### src/rtl/register_file_if.sv
// ---------------------------------------------------------------------------
// register_file_if
//
// Bundles the instruction-driven access signals of the register file.
// There is no valid/ready handshake: every signal is level-sensitive.
// instr, RegWrite and Writedata are sampled on the rising clock edge for the
// write port, while rd1/rd2 follow instr and the register contents
// combinationally.
//
// Signals:
//   RegWrite   write enable for register rd (instr[11:7])
//   instr      instruction word; rs1=[19:15], rs2=[24:20], rd=[11:7]
//   Writedata  data written to register rd
//   rd1        contents of register rs1
//   rd2        contents of register rs2
//
// Modports:
//   master  decode/datapath side driving the instruction and write data
//   slave   the register file itself
// ---------------------------------------------------------------------------
interface register_file_if #(
    parameter int DATA_WIDTH = 32
);
    logic                  RegWrite;
    logic [31:0]           instr;
    logic [DATA_WIDTH-1:0] Writedata;
    logic [DATA_WIDTH-1:0] rd1;
    logic [DATA_WIDTH-1:0] rd2;

    modport master (
        output RegWrite,
        output instr,
        output Writedata,
        input  rd1,
        input  rd2
    );

    modport slave (
        input  RegWrite,
        input  instr,
        input  Writedata,
        output rd1,
        output rd2
    );
endinterface

### src/rtl/register_file.sv
// ---------------------------------------------------------------------------
// register_file
//
// 32 x 32-bit general-purpose register file for a RISC-V style datapath.
// Two combinational read ports (rs1, rs2) and one synchronous write port
// (rd), all addressed directly from fields of the instruction word.
// Register x0 reads as zero and ignores writes.
//
// Ports:
//   clk    system clock; writes happen on the rising edge
//   rst_n  asynchronous active-low reset; clears every register at once
//   bus    register_file_if.slave
//            RegWrite, instr, Writedata in; rd1, rd2 out
// ---------------------------------------------------------------------------
module register_file #(
    parameter int DATA_WIDTH = 32,
    parameter int NUM_REGS   = 32
) (
    input  logic            clk,
    input  logic            rst_n,
    register_file_if.slave  bus
);
    // The address width is fixed by the instruction encoding.
    localparam int ADDR_WIDTH = 5;

    logic [ADDR_WIDTH-1:0] rs1;
    logic [ADDR_WIDTH-1:0] rs2;
    logic [ADDR_WIDTH-1:0] rd;
    logic                  write_en;

    logic [DATA_WIDTH-1:0] regs [NUM_REGS];

    assign rs1 = bus.instr[19:15];
    assign rs2 = bus.instr[24:20];
    assign rd  = bus.instr[11:7];

    // Writes aimed at x0 are dropped here so regs[0] keeps its reset value.
    assign write_en = bus.RegWrite && (rd != '0);

    // Opcode/funct bits play no part in register access.
    logic unused_instr_bits;
    assign unused_instr_bits = ^{bus.instr[31:25], bus.instr[14:12], bus.instr[6:0]};

    always_ff @(posedge clk or negedge rst_n) begin
        if (!rst_n) begin
            for (int i = 0; i < NUM_REGS; i++) begin
                regs[i] <= '0;
            end
        end else if (write_en) begin
            regs[rd] <= bus.Writedata;
        end
    end

    // No write-through bypass: a read of the register being written shows
    // the old value until the edge has updated the array.  The explicit
    // zero select keeps x0 reading zero regardless of the array contents.
    assign bus.rd1 = (rs1 == '0) ? '0 : regs[rs1];
    assign bus.rd2 = (rs2 == '0) ? '0 : regs[rs2];

endmodule

### src/flat_wrapper.sv
// flat-port wrapper written by rule: the top's interface ports become plain ports
module register_file_flat 
#(
    parameter int DATA_WIDTH = 32,
    parameter int NUM_REGS   = 32
)
  (clk, rst_n, bus_RegWrite, bus_instr, bus_Writedata, bus_rd1, bus_rd2);
  register_file_if #(.DATA_WIDTH(DATA_WIDTH)) bus_i ();
  input  logic clk;
  input  logic rst_n;
  input wire logic [$bits(bus_i.RegWrite)-1:0] bus_RegWrite;
  input wire logic [$bits(bus_i.instr)-1:0] bus_instr;
  input wire logic [$bits(bus_i.Writedata)-1:0] bus_Writedata;
  output wire logic [$bits(bus_i.rd1)-1:0] bus_rd1;
  output wire logic [$bits(bus_i.rd2)-1:0] bus_rd2;
  assign bus_i.RegWrite = bus_RegWrite;
  assign bus_i.instr = bus_instr;
  assign bus_i.Writedata = bus_Writedata;
  assign bus_rd1 = bus_i.rd1;
  assign bus_rd2 = bus_i.rd2;
  register_file #(.DATA_WIDTH(DATA_WIDTH), .NUM_REGS(NUM_REGS)) u_core (.clk(clk), .rst_n(rst_n), .bus(bus_i));
endmodule
### config.mk
export PLATFORM = sky130hd
export DESIGN_NAME = register_file_flat
export DESIGN_NICKNAME = d
export VERILOG_FILES = /design/src/rtl/register_file_if.sv /design/src/rtl/register_file.sv /design/src/flat_wrapper.sv
export SDC_FILE = /design/constraint.sdc
export NUM_CORES = 2
export LEC_CHECK = 0
export ABC_AREA = 0
export BUFFER_PORTS_ARGS = -buffer_cell sky130_fd_sc_hd__buf_2
export CAP_MARGIN = 20
export CORE_MARGIN = 3
export CORE_UTILIZATION = 57
export CTS_CLUSTER_SIZE = 14
export DETAILED_ROUTE_END_ITERATION = 6
export PLACE_DENSITY_LB_ADDON = 0.2
export SKIP_LAST_GASP = 1
export SYNTH_ARGS = -nofsm -noshare
export SYNTH_HDL_FRONTEND = slang
export SYNTH_SLANG_ARGS = --single-unit
### constraint.sdc
create_clock -name clk -period 1.92 [get_ports clk]
set_input_delay 0.384 -clock clk [delete_from_list [all_inputs] [get_ports clk]]
set_output_delay 0.384 -clock clk [all_outputs]
set_load 0.02 [all_outputs]
==> out/metrics.cfg <==
[run_status]
outcome=complete, but fails checks
violations=setup timing

[power]
p_leak_nw=29.5
power.density_mw_per_mm2=986
power_mw=66.6
ir_worst_vdd_mv=0.844

[yosys]
ys_ff_latch=1024
synth_flop_cell=dfrtp_1
seq_area_frac_synth_pct=46.6
synth_edf_count=0
syn_inst=3613
synth.distinct_cells=41
synthesis.nets=3680
netlist_area_mm2=0.0550
synth.avg_cell_area_um2=15.2
synthArstFlopShare_pct=100
yosys_warnings=0

[timing]
setup_tns_ps=-47360
tightest_slew_ps=767
finClkSkew_ps=0
slew_headroom_pct=48.7
setup_viol=64
report.final.slew_viol_count=0
period_needed_ps=2820
fin_crit_sh_pct=147
hold_viol=0
rsz0062_at_grt=true
layout_setup_ws_ps=-899
whs_ps=214
max_freq_ghz=0.355

[drt]
vias=38300
viasPerCell=7.12
drtIter0Drc=4188
wl_mm=186
drc_errors=0
wire_per_inst_um=34.6
first_pass_iters=5
antenna_left=0

[global_route]
grt_pass1_vias=40700
grt_util_all_layers_pct=37.5
grt_max_degree=83
grt.overflow.total=0
grt_pass1_wl_mm=273
grt_antenna_before_repair=10

[floorplanning]
die_x_um=317
rows=113
pin_count=131
start_util_pct=57.7
core_area_mm2=0.0953
die_height_um=317
fp.dieArea_mm2=0.100

[layout]
largest-register=u_core.regs
largestRegisters=u_core.regs (1024)
final_util_pct=70.8
area_delta_synth_final_pct=22.7
fin_area_mm2=0.0675
final_common_cell=dfrtp_1
nets=4078
mostFrequentLayoutCells=1024 x dfrtp_1, 977 x mux2_2, 452 x buf_4
stdcell_count=5375
nFillCells=6094
drive_above_1_share_pct=64.6
largest_register_ffs=1024

[placement]
hpwl_mm=120
dpl.cell_count=5113
place_ws_ps=-794
place_congestion=0.889
placed_area_mm2=0.0622
io_buffer_count=113

[clock_tree]
cts_root_buffer=clkbuf_16
numCtsBuffers=110
cts_tree=done
h-tree-depth=3
clock_latency_ps=710
clkTransAtPathRegs_ps=70
clkSinkCount=1024
cts_buffer_depth=3

[worst_setup_path]
end_kind=output pin
crit_required_ps=1540
startpoint_type=flip-flop
worstPathMaxFanout=2
setup.worst_path.class=flip-flop to output pin
crit_arrival_ps=2440

[run]
maxCapViolations=0

[worst_hold_path]
hold_path_class=input port to async pin

cells in the mapped netlist (11+ instances only):
master / n / share of area [%]
a221oi_1: 43 / 0.68
a211oi_1: 64 / 0.87
mux4_2: 405 / 17
o2111ai_1: 17 / 0.27
dfrtp_1: 1024 / 47
a22oi_1: 64 / 0.87
mux2i_1: 128 / 2.3
a311oi_1: 64 / 1.0
o21ai_1: 90 / 0.82
buf_2: 137 / 1.2
nor2_1: 12 / 0.082
mux4_1: 43 / 2.1
nand2_1: 50 / 0.34
nor2b_1: 66 / 0.75
buf_4: 62 / 0.85
clkbuf_1: 172 / 1.2
buf_6: 41 / 0.84
mux2_2: 1017 / 21
nor2_2: 11 / 0.13
mux2_1: 39 / 0.80
o21ai_0: 21 / 0.19
layout make-up:
class | count | area [µm²] | area share, %
Multi-Input combinational cell | 2163 | 28700 | 42.6
Clock inverter | 47 | 566 | 0.838
Clock buffer | 156 | 3180 | 4.71
Timing Repair Buffer | 710 | 7770 | 11.5
Tap cell | 1265 | 1580 | 2.35
Inverter | 2 | 12.5 | 0.0185
Antenna cell | 8 | 20.0 | 0.0297
Sequential cell | 1024 | 25600 | 38.0
repair_timing:
item,CTS,global route
cloned,0,0
endpoints found under the setup margin,64,64
hold buffers,1,0
pin swaps,44,29
buffers inserted,30,24
endpoints found under the hold margin,274,0
gates resized for setup,270,57
layer usage:
layer	part of all wire [%]	routed length, µm	vias to the layer above	GRT usage, %
met2	47	86800	2307	58.5
met1	37	69300	20400	48.7
met5	0.010	19	-	0
met3	9.9	18400	645	9.74
met4	6.2	11400	4	20.0
li1	-	-	14900	-
worst max-delay path: stages, from the launching register on:
cell      delay [ps]
dfrtp_1          400
mux4_2           480
mux2_4           300
o21ai_2          130
a311oi_2          60
buf_4            210
buf_6            140
report_power, final:
part | leakage (nW) | switching (mW) | internal (mW)
Clock | 1.84 | 9.13 | 13.0
Sequential | 13.1 | 3.18 | 25.7
Combinational | 14.5 | 6.30 | 9.29
Total | 29.5 | 18.6 | 48.0
logic make-up after synthesis:
kind of cell           Yosys count  synth area share, %
buffers and inverters          426                 4.31
flip-flops                    1024                 46.6
AND/OR/NAND/NOR                164                 1.64
multiplexers                  1632                 42.6
AO/OA/AOI/OAI                  367                 4.84
path summary, 6_finish.rpt:
check | from | to | slack (ps) | depth (start not counted)
min in group clk | bus_Writedata[16] | u_core.regs[720] | 290 | 2
max in group asynchronous | rst_n | u_core.regs[526] | 770 | 4
worst min register to register | u_core.regs[1008] | u_core.regs[1008] | 390 | 0
worst min-delay path | rst_n | u_core.regs[827] | 210 | 2
worst max-delay path | u_core.regs[864] | bus_rd2[0] | -900 | 6
worst max register to register | u_core.regs[579] | u_core.regs[579] | 780 | 4
Note: power is estimated with default switching activity, not from simulation.
